`src/rtl/tof_i2c_txn_sequencer_if.sv`:
```
// Command, write-stream, read-stream, status and I2C-engine signals of the
// ToF register-transaction sequencer, bundled for a single port connection.
interface tof_i2c_txn_sequencer_if;
  logic        cmd_valid;
  logic        cmd_ready;
  logic        cmd_is_read;
  logic [6:0]  cmd_slave_addr;
  logic [15:0] cmd_reg_addr;
  logic [16:0] cmd_len;
  logic [7:0]  wr_data;
  logic        wr_valid;
  logic        wr_ready;
  logic [7:0]  rd_data;
  logic        rd_valid;
  logic        busy;
  logic        done;
  logic        error;
  logic [1:0]  err_code;
  logic        i2c_start;
  logic [6:0]  i2c_slave_addr;
  logic [15:0] i2c_reg_addr;
  logic        i2c_is_read;
  logic [16:0] i2c_nb_bytes;
  logic [7:0]  i2c_data_wr;
  logic [7:0]  i2c_data_rd;
  logic        i2c_ready;
  logic        i2c_reset;

  // Sequencer side.
  modport slave (
    input  cmd_valid, cmd_is_read, cmd_slave_addr, cmd_reg_addr, cmd_len,
    input  wr_data, wr_valid, i2c_data_rd, i2c_ready,
    output cmd_ready, wr_ready, rd_data, rd_valid, busy, done, error, err_code,
    output i2c_start, i2c_slave_addr, i2c_reg_addr, i2c_is_read, i2c_nb_bytes,
    output i2c_data_wr, i2c_reset
  );

  // Controller plus engine side, driving the sequencer.
  modport master (
    output cmd_valid, cmd_is_read, cmd_slave_addr, cmd_reg_addr, cmd_len,
    output wr_data, wr_valid, i2c_data_rd, i2c_ready,
    input  cmd_ready, wr_ready, rd_data, rd_valid, busy, done, error, err_code,
    input  i2c_start, i2c_slave_addr, i2c_reg_addr, i2c_is_read, i2c_nb_bytes,
    input  i2c_data_wr, i2c_reset
  );
endinterface

```
`src/rtl/tof_i2c_txn_sequencer.sv`:
```
// Command-level front end for the byte-level I2C master engine (ToF path).
//
// state    | meaning
// ---------+-----------------------------------------------------------
// IDLE     | waiting for a command, cmd_ready high
// CHECK    | validate length, load engine address/count fields
// PREFETCH | write only: wait for the first write byte
// START    | one-cycle start pulse to the engine, arm timeout
// XFER     | per engine byte pulse: count down, stream data
// GUARD    | let the engine reach STOP/IDLE, engine pulses ignored
// FINISH   | command completed, done pulse follows
// ABORT    | engine reset pulse, error pulse follows
module tof_i2c_txn_sequencer #(
  parameter int unsigned MAX_LEN     = 512,
  parameter int unsigned TIMEOUT_CYC = 200000,
  parameter int unsigned GUARD_CYC   = 64
) (
  input  logic                    clock,
  input  logic                    reset,
  tof_i2c_txn_sequencer_if.slave  bus
);

  localparam int TMO_W = $clog2(TIMEOUT_CYC + 1);
  localparam int GRD_W = $clog2(GUARD_CYC + 1);

  typedef enum logic [2:0] {
    S_IDLE, S_CHECK, S_PREFETCH, S_START, S_XFER, S_GUARD, S_FINISH, S_ABORT
  } state_t;

  state_t      state_q, state_d;
  logic [6:0]  slave_q, slave_d;
  logic [15:0] reg_q, reg_d;
  logic        is_read_q, is_read_d;
  logic [16:0] len_q, len_d;
  logic [16:0] remaining_q, remaining_d;
  logic [TMO_W-1:0] tmo_q, tmo_d;
  logic [GRD_W-1:0] grd_q, grd_d;
  logic [1:0]  err_code_q, err_code_d;
  logic        busy_q, busy_d;
  logic        done_q, done_d;
  logic        error_q, error_d;
  logic [7:0]  rd_data_q, rd_data_d;
  logic        rd_valid_q, rd_valid_d;
  logic [6:0]  i2c_slave_q, i2c_slave_d;
  logic [15:0] i2c_reg_q, i2c_reg_d;
  logic        i2c_is_read_q, i2c_is_read_d;
  logic [16:0] i2c_nb_q, i2c_nb_d;
  logic [7:0]  i2c_wr_q, i2c_wr_d;

  logic bad_len, byte_evt, need_next, tmo_hit;
  logic cmd_ready_c, wr_ready_c, i2c_start_c, i2c_reset_c;

  // Shared decode of the current cycle's events.
  always_comb begin
    bad_len   = (len_q == 17'd0) || (len_q > 17'(MAX_LEN));
    byte_evt  = (state_q == S_XFER) && bus.i2c_ready;
    need_next = byte_evt && !is_read_q && (remaining_q > 17'd1);
    tmo_hit   = (state_q == S_XFER) && !bus.i2c_ready && (tmo_q == TMO_W'(1));
  end

  // State and datapath registers with synchronous reset.
  always_ff @(posedge clock) begin
    if (reset) begin
      state_q       <= S_IDLE;
      slave_q       <= '0;
      reg_q         <= '0;
      is_read_q     <= 1'b0;
      len_q         <= '0;
      remaining_q   <= '0;
      tmo_q         <= '0;
      grd_q         <= '0;
      err_code_q    <= 2'd0;
      busy_q        <= 1'b0;
      done_q        <= 1'b0;
      error_q       <= 1'b0;
      rd_data_q     <= '0;
      rd_valid_q    <= 1'b0;
      i2c_slave_q   <= '0;
      i2c_reg_q     <= '0;
      i2c_is_read_q <= 1'b0;
      i2c_nb_q      <= '0;
      i2c_wr_q      <= '0;
    end else begin
      state_q       <= state_d;
      slave_q       <= slave_d;
      reg_q         <= reg_d;
      is_read_q     <= is_read_d;
      len_q         <= len_d;
      remaining_q   <= remaining_d;
      tmo_q         <= tmo_d;
      grd_q         <= grd_d;
      err_code_q    <= err_code_d;
      busy_q        <= busy_d;
      done_q        <= done_d;
      error_q       <= error_d;
      rd_data_q     <= rd_data_d;
      rd_valid_q    <= rd_valid_d;
      i2c_slave_q   <= i2c_slave_d;
      i2c_reg_q     <= i2c_reg_d;
      i2c_is_read_q <= i2c_is_read_d;
      i2c_nb_q      <= i2c_nb_d;
      i2c_wr_q      <= i2c_wr_d;
    end
  end

  // Next-state selection.
  always_comb begin
    state_d = state_q;
    unique case (state_q)
      S_IDLE:     if (bus.cmd_valid) state_d = S_CHECK;
      S_CHECK:    state_d = bad_len ? S_IDLE : (is_read_q ? S_START : S_PREFETCH);
      S_PREFETCH: if (bus.wr_valid) state_d = S_START;
      S_START:    state_d = S_XFER;
      S_XFER: begin
        if (byte_evt) begin
          if (need_next && !bus.wr_valid)   state_d = S_ABORT;
          else if (remaining_q == 17'd1)    state_d = S_GUARD;
        end else if (tmo_hit) begin
          state_d = S_ABORT;
        end
      end
      S_GUARD:    if (grd_q == GRD_W'(1)) state_d = S_FINISH;
      S_FINISH:   state_d = S_IDLE;
      S_ABORT:    state_d = S_IDLE;
      default:    state_d = S_IDLE;
    endcase
  end

  // Output pulses and datapath updates for the current state.
  always_comb begin
    slave_d       = slave_q;
    reg_d         = reg_q;
    is_read_d     = is_read_q;
    len_d         = len_q;
    remaining_d   = remaining_q;
    tmo_d         = tmo_q;
    grd_d         = grd_q;
    err_code_d    = err_code_q;
    busy_d        = busy_q;
    done_d        = 1'b0;
    error_d       = 1'b0;
    rd_data_d     = rd_data_q;
    rd_valid_d    = 1'b0;
    i2c_slave_d   = i2c_slave_q;
    i2c_reg_d     = i2c_reg_q;
    i2c_is_read_d = i2c_is_read_q;
    i2c_nb_d      = i2c_nb_q;
    i2c_wr_d      = i2c_wr_q;
    cmd_ready_c   = (state_q == S_IDLE);
    i2c_start_c   = (state_q == S_START);
    i2c_reset_c   = (state_q == S_ABORT);
    // Write bytes are consumed in the same cycle they are sampled.
    wr_ready_c    = ((state_q == S_PREFETCH) || need_next) && bus.wr_valid;
    unique case (state_q)
      S_IDLE: begin
        if (bus.cmd_valid) begin
          slave_d    = bus.cmd_slave_addr;
          reg_d      = bus.cmd_reg_addr;
          is_read_d  = bus.cmd_is_read;
          len_d      = bus.cmd_len;
          err_code_d = 2'd0;
          busy_d     = 1'b1;
        end
      end
      S_CHECK: begin
        if (bad_len) begin
          err_code_d = 2'd1;
          error_d    = 1'b1;
          busy_d     = 1'b0;
        end else begin
          i2c_slave_d   = slave_q;
          i2c_reg_d     = reg_q;
          i2c_is_read_d = is_read_q;
          i2c_nb_d      = len_q - 17'd1;
          remaining_d   = len_q;
        end
      end
      S_PREFETCH: begin
        if (bus.wr_valid) i2c_wr_d = bus.wr_data;
      end
      S_START: tmo_d = TMO_W'(TIMEOUT_CYC);
      S_XFER: begin
        if (byte_evt) begin
          remaining_d = remaining_q - 17'd1;
          i2c_nb_d    = (i2c_nb_q == 17'd0) ? 17'd0 : i2c_nb_q - 17'd1;
          tmo_d       = TMO_W'(TIMEOUT_CYC);
          if (is_read_q) begin
            rd_data_d  = bus.i2c_data_rd;
            rd_valid_d = 1'b1;
          end else if (need_next) begin
            if (bus.wr_valid) i2c_wr_d   = bus.wr_data;
            else              err_code_d = 2'd3;
          end
          if (remaining_q == 17'd1) grd_d = GRD_W'(GUARD_CYC);
        end else if (tmo_hit) begin
          err_code_d = 2'd2;
        end else begin
          tmo_d = tmo_q - TMO_W'(1);
        end
      end
      S_GUARD: grd_d = grd_q - GRD_W'(1);
      S_FINISH: begin
        done_d = 1'b1;
        busy_d = 1'b0;
      end
      S_ABORT: begin
        error_d       = 1'b1;
        busy_d        = 1'b0;
        remaining_d   = '0;
        i2c_slave_d   = '0;
        i2c_reg_d     = '0;
        i2c_is_read_d = 1'b0;
        i2c_nb_d      = '0;
      end
      default: ;
    endcase
  end

  assign bus.cmd_ready      = cmd_ready_c;
  assign bus.wr_ready       = wr_ready_c;
  assign bus.rd_data        = rd_data_q;
  assign bus.rd_valid       = rd_valid_q;
  assign bus.busy           = busy_q;
  assign bus.done           = done_q;
  assign bus.error          = error_q;
  assign bus.err_code       = err_code_q;
  assign bus.i2c_start      = i2c_start_c;
  assign bus.i2c_slave_addr = i2c_slave_q;
  assign bus.i2c_reg_addr   = i2c_reg_q;
  assign bus.i2c_is_read    = i2c_is_read_q;
  assign bus.i2c_nb_bytes   = i2c_nb_q;
  assign bus.i2c_data_wr    = i2c_wr_q;
  assign bus.i2c_reset      = i2c_reset_c;

endmodule

```
`src/flat_wrapper.sv`:
```
// flat-port wrapper written by rule: the top's interface ports become plain ports
module tof_i2c_txn_sequencer_flat 
#(
  parameter int unsigned MAX_LEN     = 512,
  parameter int unsigned TIMEOUT_CYC = 200000,
  parameter int unsigned GUARD_CYC   = 64
)
  (clock, reset, bus_cmd_valid, bus_cmd_is_read, bus_cmd_slave_addr, bus_cmd_reg_addr, bus_cmd_len, bus_wr_data, bus_wr_valid, bus_i2c_data_rd, bus_i2c_ready, bus_cmd_ready, bus_wr_ready, bus_rd_data, bus_rd_valid, bus_busy, bus_done, bus_error, bus_err_code, bus_i2c_start, bus_i2c_slave_addr, bus_i2c_reg_addr, bus_i2c_is_read, bus_i2c_nb_bytes, bus_i2c_data_wr, bus_i2c_reset);
  tof_i2c_txn_sequencer_if bus_i ();
  input  logic clock;
  input  logic reset;
  input wire logic [$bits(bus_i.cmd_valid)-1:0] bus_cmd_valid;
  input wire logic [$bits(bus_i.cmd_is_read)-1:0] bus_cmd_is_read;
  input wire logic [$bits(bus_i.cmd_slave_addr)-1:0] bus_cmd_slave_addr;
  input wire logic [$bits(bus_i.cmd_reg_addr)-1:0] bus_cmd_reg_addr;
  input wire logic [$bits(bus_i.cmd_len)-1:0] bus_cmd_len;
  input wire logic [$bits(bus_i.wr_data)-1:0] bus_wr_data;
  input wire logic [$bits(bus_i.wr_valid)-1:0] bus_wr_valid;
  input wire logic [$bits(bus_i.i2c_data_rd)-1:0] bus_i2c_data_rd;
  input wire logic [$bits(bus_i.i2c_ready)-1:0] bus_i2c_ready;
  output wire logic [$bits(bus_i.cmd_ready)-1:0] bus_cmd_ready;
  output wire logic [$bits(bus_i.wr_ready)-1:0] bus_wr_ready;
  output wire logic [$bits(bus_i.rd_data)-1:0] bus_rd_data;
  output wire logic [$bits(bus_i.rd_valid)-1:0] bus_rd_valid;
  output wire logic [$bits(bus_i.busy)-1:0] bus_busy;
  output wire logic [$bits(bus_i.done)-1:0] bus_done;
  output wire logic [$bits(bus_i.error)-1:0] bus_error;
  output wire logic [$bits(bus_i.err_code)-1:0] bus_err_code;
  output wire logic [$bits(bus_i.i2c_start)-1:0] bus_i2c_start;
  output wire logic [$bits(bus_i.i2c_slave_addr)-1:0] bus_i2c_slave_addr;
  output wire logic [$bits(bus_i.i2c_reg_addr)-1:0] bus_i2c_reg_addr;
  output wire logic [$bits(bus_i.i2c_is_read)-1:0] bus_i2c_is_read;
  output wire logic [$bits(bus_i.i2c_nb_bytes)-1:0] bus_i2c_nb_bytes;
  output wire logic [$bits(bus_i.i2c_data_wr)-1:0] bus_i2c_data_wr;
  output wire logic [$bits(bus_i.i2c_reset)-1:0] bus_i2c_reset;
  assign bus_i.cmd_valid = bus_cmd_valid;
  assign bus_i.cmd_is_read = bus_cmd_is_read;
  assign bus_i.cmd_slave_addr = bus_cmd_slave_addr;
  assign bus_i.cmd_reg_addr = bus_cmd_reg_addr;
  assign bus_i.cmd_len = bus_cmd_len;
  assign bus_i.wr_data = bus_wr_data;
  assign bus_i.wr_valid = bus_wr_valid;
  assign bus_i.i2c_data_rd = bus_i2c_data_rd;
  assign bus_i.i2c_ready = bus_i2c_ready;
  assign bus_cmd_ready = bus_i.cmd_ready;
  assign bus_wr_ready = bus_i.wr_ready;
  assign bus_rd_data = bus_i.rd_data;
  assign bus_rd_valid = bus_i.rd_valid;
  assign bus_busy = bus_i.busy;
  assign bus_done = bus_i.done;
  assign bus_error = bus_i.error;
  assign bus_err_code = bus_i.err_code;
  assign bus_i2c_start = bus_i.i2c_start;
  assign bus_i2c_slave_addr = bus_i.i2c_slave_addr;
  assign bus_i2c_reg_addr = bus_i.i2c_reg_addr;
  assign bus_i2c_is_read = bus_i.i2c_is_read;
  assign bus_i2c_nb_bytes = bus_i.i2c_nb_bytes;
  assign bus_i2c_data_wr = bus_i.i2c_data_wr;
  assign bus_i2c_reset = bus_i.i2c_reset;
  tof_i2c_txn_sequencer #(.MAX_LEN(MAX_LEN), .TIMEOUT_CYC(TIMEOUT_CYC), .GUARD_CYC(GUARD_CYC)) u_core (.clock(clock), .reset(reset), .bus(bus_i));
endmodule
```
`config.mk`:
```
export PLATFORM = sky130hd
export DESIGN_NAME = tof_i2c_txn_sequencer_flat
export DESIGN_NICKNAME = d
export VERILOG_FILES = /design/src/rtl/tof_i2c_txn_sequencer_if.sv /design/src/rtl/tof_i2c_txn_sequencer.sv /design/src/flat_wrapper.sv
export SDC_FILE = /design/constraint.sdc
export NUM_CORES = 1
export LEC_CHECK = 0
export ABC_AREA = 0
export CORE_UTILIZATION = 40
export DETAILED_ROUTE_END_ITERATION = 6
export GPL_TIMING_DRIVEN = 0
export PLACE_DENSITY_LB_ADDON = 0.15
export SYNTH_ARGS = -nofsm -noshare
export SYNTH_HDL_FRONTEND = slang
export SYNTH_SLANG_ARGS = --single-unit
```
`constraint.sdc`:
```
create_clock -name clock -period 2.7 [get_ports clock]
set_input_delay 0.675 -clock clock [delete_from_list [all_inputs] [get_ports clock]]
set_output_delay 0.675 -clock clock [all_outputs]
set_load 0.03 [all_outputs]
```
Word level (Yosys, flattened, before mapping) --
Cells that the tools add are included.
Word-level totals: bits of input ports 62, register bits after elaboration 149, output and inout bits 67
Operators by class: equality and inequality tests 25, magnitude comparators 2, bitwise operators 2, $add $sub $neg 5, multiplexer cells 49, reduce and logical (&&, ||, !) cells 34
Operators with widths (number):
- $pmux W17 S3 | 2
- $mux W17 | 5
- $sub A17 B1 Y17 const B | 3
- $mux W18 | 2
- $pmux W18 S2 | 1
- $logic_not A17 Y1 | 2
- $mux W8 | 4
- $pmux W16 S2 | 1
- $pmux W7 S2 | 2
- $mux W3 | 8
- $mux W7 | 3
- $pmux W3 S7 | 1
- $eq A18 B1 Y1 const B | 1
- $sub A18 B1 Y18 const B | 1
- $eq A17 B1 Y1 const B | 1
- $gt A17 B1 Y1 const B | 1
- $gt A17 B10 Y1 const B | 1
- $mux W16 | 1
- $pmux W8 S2 | 1
- $mux W2 | 7
- $eq A3 B3 Y1 const B | 4
- $reduce_and A3 Y1 | 4
- $ne A2 B2 Y1 const B | 5
- $ne A3 B3 Y1 const B | 3
- other kinds (25) | 53

Logic depth before layout (Yosys ltp) --
Gate-level depths: netlist of the first run.
depth after elaboration 8, depth in mapped cells 10, gate-level depth less buffers 8

Least setup slack after synthesis of the first run --
Ideal clock, no wire load.
path kind reg-to-output, start register u_core.remaining_q[2], end output bus_wr_ready, setup slack -0.002 ns, data arrival time 2.027 ns, stages on the path, launching flop included 7, cell sequence dfxtp_1 or4_1 nor4_1 o211ai_1 a32oi_1 buf_2 inv_1
Between the ends: word-level cells in the longest chain between the ends 4
RTL lines:
- start, declared | line tof_i2c_txn_sequencer.sv:35 | logic [16:0] remaining_q, remaining_d;
- start signal, assigned | line tof_i2c_txn_sequencer.sv:89 | remaining_q <= remaining_d;
- $gt A17 B1 Y1 | line tof_i2c_txn_sequencer.sv:57 | need_next = byte_evt && !is_read_q && (remaining_q > 17'd1);
- $logic_and A1 B1 Y1 | line tof_i2c_txn_sequencer.sv:57
- $logic_or A1 B1 Y1 | line tof_i2c_txn_sequencer.sv:153 | wr_ready_c = ((state_q == S_PREFETCH) || need_next) && bus.wr_valid;
- $logic_and A1 B1 Y1 | line tof_i2c_txn_sequencer.sv:153
- end, declared | line flat_wrapper.sv:22 | output wire logic [$bits(bus_i.wr_ready)-1:0] bus_wr_ready;
No other way between the ends.

Worst setup path after layout of the first run --
start register u_core.remaining_q[5], end output bus_wr_ready
Same word-level chain as after synthesis.

==> reports/qor.csv, run 1 <==
stage,metric,value,unit
power_and_ir_drop,power,0.00652,W
floorplan,initial_utilization,0.408,
synthesis,syn_area,7000,um^2
drt,drt_iter0_drc,486,
synthesis,yosys.area.top_type,dfxtp_1,
flow_run,maxCapViolCount,0,
cts,cts-buffers-inserted,17,
layout,finalNonFillerCells,1296,
layout,area_growth,32.9,%
timing,final_max_slew_viol_count,0,
timing,fin_skew,0.0119,ns
global_route,grt_overflow,0,
synthesis,synth_nets,978,
drt,wirelength,21700,um
critical_path,critPathCaptureType,output pin,
global_route,grt_pass1_vias,6538,
synthesis,syn_area_per_cell,7.72,um^2
cts,cts.sinks,149,
floorplan,die_y,134,um
place,port-buffer-count,127,
timing,fin_crit,2.96,ns
place,gp_congestion,0.912,
drt,met3WireLength,1630,um
drt,drt-pass1-iter-count,5,
global_route,grt_max_degree,17,
layout,fin_nets,1129,
timing,rsz0062_at_grt,true,
status,outcome,finished with violations,
status,failed_checks,negative setup slack,
timing,worst_slack,-0.256,ns
synthesis,ys_seq_area_frac,0.426,
cts,htree_levels,4,
critical_path,worstPathMaxFanout,3,
cts,cts_tree,built,
floorplan,pin_count,129,
timing,worst_pin_slew,1.15,ns
drt,drc_errors,0,
synthesis,synth-seq-cells,149,
critical_path,path_class,register to output pin,
synthesis,synth_cell_types,57,
critical_path,required,2.03,ns
layout,final_cell_area,9310,um^2
timing,max_freq,338,MHz
min_path,hp-class,register to register,
synthesis,synth-edff-count,0,
timing,fin_hold_ws,0.447,ns
place,dp_cells,1259,
layout,diodes,0,
cts,postCtsHoldBufs,0,
drt,vias,7138,
layout,fillers,1688,
place,hpwl,15300,um
drt,postRouteAntennaNets,0,
global_route,grt.total_usage,0.245,
timing,max_slew_margin,0.226,
synthesis,async_reset_ff_frac,0,
global_route,antenna_found_initial,0,
synthesis,yosysTopAreaCellShare,0.426,
drt,vias_per_cell,5.51,
synthesis,yosys_warnings,0,
synthesis,ys_top_cells_by_area,"dfxtp_1 (43%), a21oi_1 (8.8%), nand2_1 (8.4%)",
floorplan,core,17200,um^2
floorplan,dieArea,18000,um^2
critical_path,startpoint_type,register,
drt,wl_per_cell,16.7,um
timing,setup-violations-final,1,
floorplan,fp.dieW,134,um
synthesis,syn_inst,907,
cts,ctsLongestPathBuffers,2,
timing,post-route-period-util,1.09,
place,postPlaceCellArea,8560,um^2
power_and_ir_drop,powerDensity,700,nW/um^2
power_and_ir_drop,leakage,3.37,nW
layout,drive_gt1_frac,0.0766,
floorplan,row_count,48,
critical_path,arrival,2.28,ns
global_route,grt_pass1_wl,34300,um
synthesis,ys.flop_type,dfxtp_1,
drt,dr_wl_met2,9820,um
drt,top_layer,met4,
power_and_ir_drop,ir_worst_vdd,0.428,mV
cts,clock_latency,0.43,ns
place,dp_slack,-1.50,ns
cts,cts-root-buf,clkbuf_16,
timing,hold_viol,0,
drt,wl_met1,9670,um
cts,clk_pin_slew_worst_paths,0.07,ns
-- critical path: stages (launching register included) --
cell	delay, ns
dfxtp_2	0.32
or4_4	0.56
nor4_4	0.22
o211ai_1	0.18
a32oi_1	0.23
buf_4	0.18
inv_2	0.03
buf_6	0.12
-- sequential cells by signal (all words and copies together), names as in the netlist, 2 cells and up --
name                       cells
u_core.bus.i2c_slave_addr      7
u_core.bus.err_code            2
u_core.bus.rd_data             8
u_core.tmo_q                  18
u_core.state_q                 3
u_core.grd_q                   7
u_core.bus.i2c_data_wr         8
u_core.bus.i2c_nb_bytes       17
u_core.bus.i2c_reg_addr       16
u_core.remaining_q            17
u_core.reg_q                  16
u_core.len_q                  17
u_core.slave_q                 7
-- logic make-up (layout without fill, tap and decap cells) --
group / after synthesis / after routing / synth area share
simple gates: 393 / 393 / 0.260
compound gates: 231 / 231 / 0.194
flops: 149 / 149 / 0.426
buf+inv: 82 / 246 / 0.0491
xor+xnor: 35 / 35 / 0.0438
fa+ha+maj: 9 / 9 / 0.0161
mux: 8 / 8 / 0.0114
-- layout make-up --
| type | instances | area (um^2) | share of cell area |
|---|---|---|---|
| multi-input cells | 676 | 3760 | 0.404 |
| flip-flops and latches | 149 | 2990 | 0.321 |
| repair buffers | 133 | 1320 | 0.141 |
| clock buffers | 18 | 429 | 0.0461 |
| plain buffers | 61 | 289 | 0.0311 |
| well taps | 225 | 282 | 0.0303 |
| clock inverters | 14 | 165 | 0.0177 |
| inverters | 20 | 75.1 | 0.00807 |
-- cell usage in the layout, fill, tap and decap left out, types with 12 or more instances in the layout --
cell,instances
a21oi_1,122
buf_4,12
clkbuf_1,42
clkbuf_16,17
clkdlybuf4s50_1,123
dfxtp_1,146
inv_1,18
nand2_1,157
nand3_1,48
nor2_1,84
nor3_1,23
nor4_1,22
o21ai_0,45
xnor2_1,24
-- per-layer routing --
metal,GRT usage,up-vias
li1,-,3496
met1,0.331,3319
met2,0.371,276
met3,0.0533,47
met4,0.115,0
met5,0,-
-- power breakdown --
| group | leakage (nW) | internal [W] | switching, W |
|---|---|---|---|
| Combinational | 1.88 | 0.000631 | 0.000994 |
| Clock | 0.278 | 0.00139 | 0.00103 |
| Sequential | 1.21 | 0.00234 | 0.000137 |
-- synth_stat cells (all sizes together) (6+ instances only) --
cell    instances
nand3          49
o211ai          6
nor2           85
a21oi         123
a211oi          8
clkbuf         51
mux2i           8
a221oi          6
nor3           25
o21ai          46
nor3b           9
nand4           6
buf            11
nor4           24
a31oi           8
or4            10
nand2         157
ha              9
dfxtp         149
xor2           11
xnor2          24
inv            19
-- repair_timing --
item                       in CTS  in global routing
setup endpoints to repair      73                 55
hold endpoints to repair        0                  0
resized for setup              34                 19
buffers inserted                5                  1
pin swaps                       3                  5
-- metrics by stage --
stage / utilization / TNS [ns]
3_3_place_gp: 0.498 / -27.35
2_1_floorplan: - / 0
3_5_place_dp: 0.498 / -24.91
4_1_cts: 0.540 / -0.376
5_1_grt: 0.542 / -0.450
6_report: 0.542 / -0.256
-- worst paths after layout --
kind | from | end | slack (ns) | cells past startpoint
worst max-delay path | u_core.remaining_q[5] | bus_wr_ready | -0.26 | 7
worst min-delay path | u_core.reg_q[1] | u_core.bus.i2c_reg_addr[1] | 0.45 | 2
worst max register to register | u_core.remaining_q[5] | u_core.remaining_q[15] | 0.03 | 7
worst min register to register | u_core.reg_q[1] | u_core.bus.i2c_reg_addr[1] | 0.45 | 2
(Power assumes the default switching activity.)
==> run 2: changes to the inputs <==
--- a/config.mk
+++ b/config.mk
@@ -5,10 +5,10 @@
 export SDC_FILE = /design/constraint.sdc
 export NUM_CORES = 1
 export LEC_CHECK = 0
-export ABC_AREA = 0
+export ABC_AREA = 1
 export CORE_UTILIZATION = 40
 export DETAILED_ROUTE_END_ITERATION = 6
-export GPL_TIMING_DRIVEN = 0
+export GPL_TIMING_DRIVEN = 1
 export PLACE_DENSITY_LB_ADDON = 0.15
 export SYNTH_ARGS = -nofsm -noshare
 export SYNTH_HDL_FRONTEND = slang
==> run 2 against run 1 <==
Effect of this change: critical path depth unchanged; final area grew 1.6%; utilization shrank 1.4 points; fmax increased by 13%; non-clock buffer count shrank 43; clock skew down 0.00053 ns; first-iteration DRC count grew 9.9%; the run now ends clean; combinational power increased by 11%; synthesized cell count rose by 16%.
==> reports/qor.csv, run 2 <==
stage,metric,value,unit,change
place,hpwl,14100,um,-7.7%
synthesis,synth-edff-count,0,,unchanged
cts,clock_latency,0.43,ns,about the same
synthesis,synthTopCellsByCount,"nor2_1 (224), nand2_1 (164), dfxtp_1 (149)",,
critical_path,crit_top_cell,inv_1,,
drt,drt_iter0_drc,534,,+9.9%
drt,drc_errors,0,,unchanged
cts,clk_pin_slew_worst_paths,0.07,ns,about the same
critical_path,r2r-end,u_core.bus.i2c_nb_bytes[8],,
critical_path,cpLargestDelayFamily,simple AND/OR/NAND/NOR gates,,
floorplan,die_y,137,um,+2.1%
timing,setup-violations-final,0,,-1
drt,vias_per_cell,5.05,,-8.4%
timing,hold_viol,0,,unchanged
timing,max_slew_margin,0.525,,+0.300
synthesis,syn_inst,1048,,+16%
cts,htree_levels,4,,unchanged
cts,ctsLongestPathBuffers,2,,unchanged
critical_path,reg2reg_slack,0.57,ns,+0.54 ns
global_route,grt_pass1_vias,6608,,+1.1%
layout,largest_register,u_core.tmo_q,,
min_path,hp-class,register to register,,
critical_path,startpoint_type,register,,
power_and_ir_drop,ir_worst_vdd,0.534,mV,+25%
layout,largest_reg_flops,18,,unchanged
flow_run,maxCapViolCount,0,,unchanged
synthesis,syn_area_per_cell,6.97,um^2,-9.7%
timing,max_freq,381,MHz,+13%
critical_path,worst_r2r_path_depth,7,,unchanged
layout,drive_gt1_frac,0.0918,,+0.0152
synthesis,yosys.area.top_type,dfxtp_1,,
layout,diodes,0,,unchanged
cts,cts_tree,built,,
synthesis,ys_seq_area_frac,0.408,,-0.0178
drt,wirelength,20200,um,-7.0%
global_route,grt_pass1_wl,32900,um,-4.2%
critical_path,worst-path-buf-inv,4,,+1
drt,postRouteAntennaNets,0,,unchanged
synthesis,yosysTopAreaCellShare,0.408,,-0.0178
layout,fillers,1814,,+7.5%
floorplan,row_count,49,,+2.1%
cts,cts.sinks,149,,unchanged
timing,tns,0,ns,+0.256 ns
critical_path,endpoint,bus_wr_ready,,
critical_path,path_cells,"inv_1, nor3_1, inv_1, a21oi_1, nand2_2, inv_2, buf_4",,
critical_path,cp_num_cells,7,,unchanged
cts,cts-root-buf,clkbuf_16,,
critical_path,critPathCaptureType,output pin,,
status,outcome,"complete, no violations",,
critical_path,rr_startpoint,u_core.state_q[2],,
floorplan,fp.dieW,137,um,+2.1%
synthesis,synth_cell_types,42,,-26%
critical_path,worstPathMaxFanout,4,,+1
layout,utilization,0.528,,-0.0139
timing,rsz0062_at_grt,false,,
drt,drt-pass1-iter-count,5,,unchanged
layout,seq_area,2980,um^2,-0.21%
global_route,grt_overflow,0,,unchanged
synthesis,synth-seq-cells,149,,unchanged
timing,final_max_slew_viol_count,0,,unchanged
critical_path,crit_slowest_cell,dfxtp_1,,
global_route,antenna_found_initial,0,,unchanged
synthesis,ys.flop_type,dfxtp_1,,
synthesis,synth_nets,1119,,+14%
layout,final_cell_mix,"nor2_1 (221), nand2_1 (163), dfxtp_1 (149), clkdlybuf4s50_1 (125), a21oi_1 (95)",,
floorplan,initial_utilization,0.408,,+0.000529
floorplan,pin_count,129,,unchanged
critical_path,arrival,1.95,ns,-0.33 ns
synthesis,yosysMostFrequentCell,nor2_1,,
critical_path,critPathLaunch,u_core.state_q[1],,
floorplan,dieArea,18800,um^2,+4.3%
timing,fin_crit,2.62,ns,-0.334 ns
synthesis,ys_top_cells_by_area,"dfxtp_1 (41%), nor2_1 (12%), nand2_1 (8.4%)",,
timing,fin_skew,0.0114,ns,-0.000526 ns
synthesis,yosys_warnings,0,,unchanged
place,port-buffer-count,128,,+0.79%
place,gp_congestion,0.837,,-8.2%
layout,multi_input_area,3770,um^2,+0.23%
global_route,grt_max_degree,57,,+40
layout,area_growth,29.3,%,
drt,vias,7150,,+0.17%
power_and_ir_drop,leakage,3.90,nW,+16%
power_and_ir_drop,powerDensity,721,nW/um^2,+2.9%
critical_path,required,2.03,ns,about the same
critical_path,slowest_delay,0.44,ns,-0.12 ns
timing,worst_pin_slew,0.711,ns,-0.440 ns
cts,cts-buffers-inserted,17,,unchanged
cts,postCtsHoldBufs,0,,unchanged
global_route,grt.total_usage,0.223,,-0.0221
critical_path,path_class,register to output pin,,
min_path,worstHoldStart,u_core.bus.rd_data[7],,
synthesis,syn_area,7310,um^2,+4.4%
synthesis,async_reset_ff_frac,0,,unchanged
layout,layout_commonest_cell,nor2_1,,
drt,wl_per_cell,14.2,um,-15%
timing,post-route-period-util,0.971,,-0.124
layout,fin_nets,1246,,+10%
floorplan,core,17900,um^2,+4.2%
==> run 2: cell type report <==
class | count | area share
clock buffer | 21 | 0.0498
clock inverter | 11 | 0.0144
inverter | 88 | 0.0355
multi-input combinational | 768 | 0.399
sequential | 149 | 0.316
tap | 229 | 0.0303
timing repair buffer | 151 | 0.156
==> run 2: worst reg2reg max path, stage by stage, from the launching register on <==
cell	delay [ns]
dfxtp_1	0.57
nand2_2	0.24
buf_4	0.27
nand3_2	0.12
nand3_4	0.17
buf_4	0.27
a21oi_1	0.27
a21oi_1	0.11
==> run 2: timing repair <==
action	4_1_cts	5_1_grt
resized for setup	1	5
setup buffers	0	1
pin swaps	0	1
endpoints found under the hold margin	0	0
endpoints found under the setup margin	1	1
==> run 2: through the flow <==
step           hold slack [ns]  instances  power (W)  instance area [um^2]  setup slack, ns
2_1_floorplan            0.430       1048    0.00385                  7310            0.672
3_3_place_gp             0.448       1384    0.00437                  8830            0.140
3_5_place_dp             0.454       1384    0.00439                  8830            0.104
4_1_cts                  0.465       1416    0.00684                  9430         0.000651
5_1_grt                  0.480       1417    0.00720                  9450          0.00381
6_report                 0.462       1417    0.00681                  9450           0.0775
==> run 2: cell families after synthesis <==
logic type / count (synthesis) / share of synthesized area
xor gates and xnor gates: 24 / 0.0288
AOI/OAI and AO/OA: 241 / 0.181
DFF: 149 / 0.408
and+or+nand+nor: 494 / 0.289
adders and majority gates: 9 / 0.0154
buffers and inverters: 131 / 0.0772
==> run 2: per-layer routing <==
layer | routed length, um | vias to the layer above | share of wire | track usage
li1 | - | 3700 | - | -
met1 | 9450 | 3266 | 0.47 | 0.291
met2 | 9050 | 170 | 0.45 | 0.352
met3 | 1480 | 14 | 0.073 | 0.0722
met4 | 187 | 0 | 0.0093 | 0.0586
met5 | 0 | - | 0 | 0
==> run 2: report_power, final <==
group / switching, W / internal (W)
Combinational: 0.00113 / 0.000684
Sequential: 0.000168 / 0.00238
Clock: 0.000995 / 0.00145
==> run 2: how the worst min path moves through the flow <==
stage | to | slack, ns | cells past startpoint
floorplan | u_core.len_q[15] | 0.43 | 2
global placement | u_core.len_q[15] | 0.45 | 2
detailed placement | u_core.bus.i2c_is_read | 0.45 | 2
CTS | u_core.bus.rd_data[0] | 0.46 | 2
global route | u_core.bus.rd_data[0] | 0.48 | 2
finish | u_core.bus.rd_data[7] | 0.46 | 2
==> run 3: changes to the inputs <==
--- a/config.mk
+++ b/config.mk
@@ -9,7 +9,7 @@
 export CORE_UTILIZATION = 40
 export DETAILED_ROUTE_END_ITERATION = 6
 export GPL_TIMING_DRIVEN = 1
-export PLACE_DENSITY_LB_ADDON = 0.15
+export PLACE_DENSITY = 0.69
 export SYNTH_ARGS = -nofsm -noshare
 export SYNTH_HDL_FRONTEND = slang
 export SYNTH_SLANG_ARGS = --single-unit
==> run 3 against run 2 <==
Effect of this change: critical path depth increased by 1; sequential cell count unchanged; first-iteration DRC count decreased by 23%; register-to-register slack improved by 0.02 ns; sequential power about the same; count of clock-buffer cells in the layout decreased by 3; non-clock buffer count decreased by 1; final area increased by 0.13%; fmax increased by 1.1%; critical path type is now primary input to output pin.
==> reports/qor.csv, run 3 (synthesis results as in run 2) <==
stage,metric,value,unit,change
global_route,grt_pass1_wl,32300,um,-1.6%
cts,cts-buffers-inserted,17,,unchanged
power_and_ir_drop,seq_power_share,0.370,,-0.004
critical_path,path_class,primary input to output pin,,
layout,fin_nets,1245,,-0.080%
critical_path,worst_r2r_path_depth,13,,+6
place,dp_slack,0.0989,ns,-0.00519 ns
power_and_ir_drop,ir_worst_vdd,0.466,mV,-13%
timing,tns,0,ns,unchanged
power_and_ir_drop,power,0.00691,W,+1.4%
cts,cts_tree,built,,
floorplan,core,17900,um^2,unchanged
timing,fin_skew,0.00966,ns,-0.00171 ns
cts,clk_pin_slew_worst_paths,0.07,ns,about the same
cts,clock_latency,0.42,ns,about the same
timing,rsz0062_at_grt,true,,
timing,worst_pin_slew,0.535,ns,-0.176 ns
critical_path,startpoint_type,primary input,,
drt,drc_errors,0,,unchanged
cts,cts-root-buf,clkbuf_16,,
cts,ctsLongestPathBuffers,2,,unchanged
timing,final_max_slew_viol_count,0,,unchanged
status,outcome,"complete, no violations",,
floorplan,fp.dieW,137,um,unchanged
power_and_ir_drop,leakage,3.91,nW,+0.24%
layout,layout_commonest_cell,nor2_1,,
timing,max_freq,385,MHz,+1.1%
critical_path,required,2.03,ns,about the same
global_route,grt.total_usage,0.217,,-0.00541
layout,largest_register,u_core.tmo_q,,
layout,utilization,0.529,,+0.000699
min_path,hp-class,register to register,,
layout,finalNonFillerCells,1416,,-0.071%
layout,largest_reg_flops,18,,unchanged
drt,drt_iter0_drc,411,,-23%
timing,max_slew_margin,0.643,,+0.117
global_route,grt_overflow,0,,unchanged
drt,postRouteAntennaNets,0,,unchanged
timing,post-route-period-util,0.961,,-0.0104
power_and_ir_drop,pwr-share-comb,0.260,,-0.006
floorplan,row_count,49,,unchanged
floorplan,pin_count,129,,unchanged
cts,cts.sinks,149,,unchanged
timing,worst_slack,0.106,ns,+0.0281 ns
critical_path,reg2reg_slack,0.59,ns,+0.02 ns
drt,wirelength,19600,um,-2.9%
power_and_ir_drop,power.switching,0.00226,W,-1.2%
drt,vias_per_cell,5.00,,-0.95%
global_route,grt_pass1_vias,6570,,-0.58%
timing,setup-violations-final,0,,unchanged
place,gp_congestion,0.876,,+4.6%
min_path,min_path_cells,2,,unchanged
place,port-buffer-count,128,,unchanged
layout,diodes,0,,unchanged
drt,vias,7077,,-1.0%
critical_path,critPathCaptureType,output pin,,
power_and_ir_drop,p_clk_frac,0.370,,+0.011
power_and_ir_drop,powerDensity,730,nW/um^2,+1.3%
drt,drt-pass1-iter-count,7,,+2
timing,fin_crit,2.59,ns,-0.0281 ns
layout,area_growth,29.5,%,
global_route,grt_max_degree,76,,+33%
place,dp_cells,1384,,unchanged
floorplan,dieArea,18800,um^2,unchanged
place,hpwl,13600,um,-3.3%
flow_run,maxCapViolCount,0,,unchanged
power_and_ir_drop,intPower,0.00464,W,+2.8%
global_route,antenna_found_initial,0,,unchanged
floorplan,initial_utilization,0.408,,unchanged
power_and_ir_drop,swShare,0.328,,-0.00872
drt,wl_per_cell,13.8,um,-2.9%
floorplan,die_y,137,um,unchanged
layout,drive_gt1_frac,0.0893,,-0.00245
layout,final_cell_mix,"nor2_1 (223), nand2_1 (163), dfxtp_1 (149), clkdlybuf4s50_1 (125), a21oi_1 (95)",,
critical_path,arrival,1.92,ns,-0.03 ns
cts,htree_levels,4,,unchanged
timing,hold_viol,0,,unchanged
critical_path,worstPathMaxFanout,3,,-1
[run 3: worst paths after layout]
| path | start | to |
|---|---|---|
| min | u_core.slave_q[0] | u_core.bus.i2c_slave_addr[0] |
| max reg2reg | u_core.len_q[1] | u_core.bus.i2c_nb_bytes[11] |
| min reg2reg | u_core.slave_q[0] | u_core.bus.i2c_slave_addr[0] |
| max | bus_i2c_ready | bus_wr_ready |
[run 3: power groups by stage]
stage	combinational [W]	clock [W]	sequential [W]
after floorplan	0.00117	0	0.00267
after global placement	0.00176	0	0.00260
after detailed placement	0.00177	0	0.00260
after CTS	0.00179	0.00259	0.00255
after global routing	0.00201	0.00270	0.00258
final	0.00180	0.00255	0.00255
[run 3: layout make-up]
cell class,count,area (um^2)
tap,229,287
inverter,88,335
clock inverter,14,196
timing repair buffer,150,1450
sequential,149,2980
multi-input combinational,768,3770
fill,1757,8440
clock buffer,18,439
[run 3: what timing repair did]
action / in CTS / in global routing
buffers inserted: 0 / 0
resized for setup: 0 / 4
hold buffers: 0 / 0
setup endpoints to repair: 0 / 2
[run 3: metal layers]
layer	vias up	GRT usage	part of all wire
li1	3697	-	-
met1	3192	0.281	0.47
met2	168	0.340	0.44
met3	20	0.0659	0.069
met4	0	0.0812	0.017
met5	-	0	0
[run 3: worst max-delay path: stages]
cell	delay (ns)
clkdlybuf4s50_1	0.55
nand3_4	0.09
nor2_1	0.14
nand3_1	0.09
nand2_1	0.08
nand2_2	0.08
inv_2	0.07
buf_4	0.15
[run 3: per-stage QoR]
stage / hold WS (ns) / area [um^2]
final: 0.459 / 9460
after global routing: 0.483 / 9460
after CTS: 0.461 / 9450
after detailed placement: 0.452 / 8820
after global placement: 0.444 / 8820
after floorplan: 0.430 / 7310
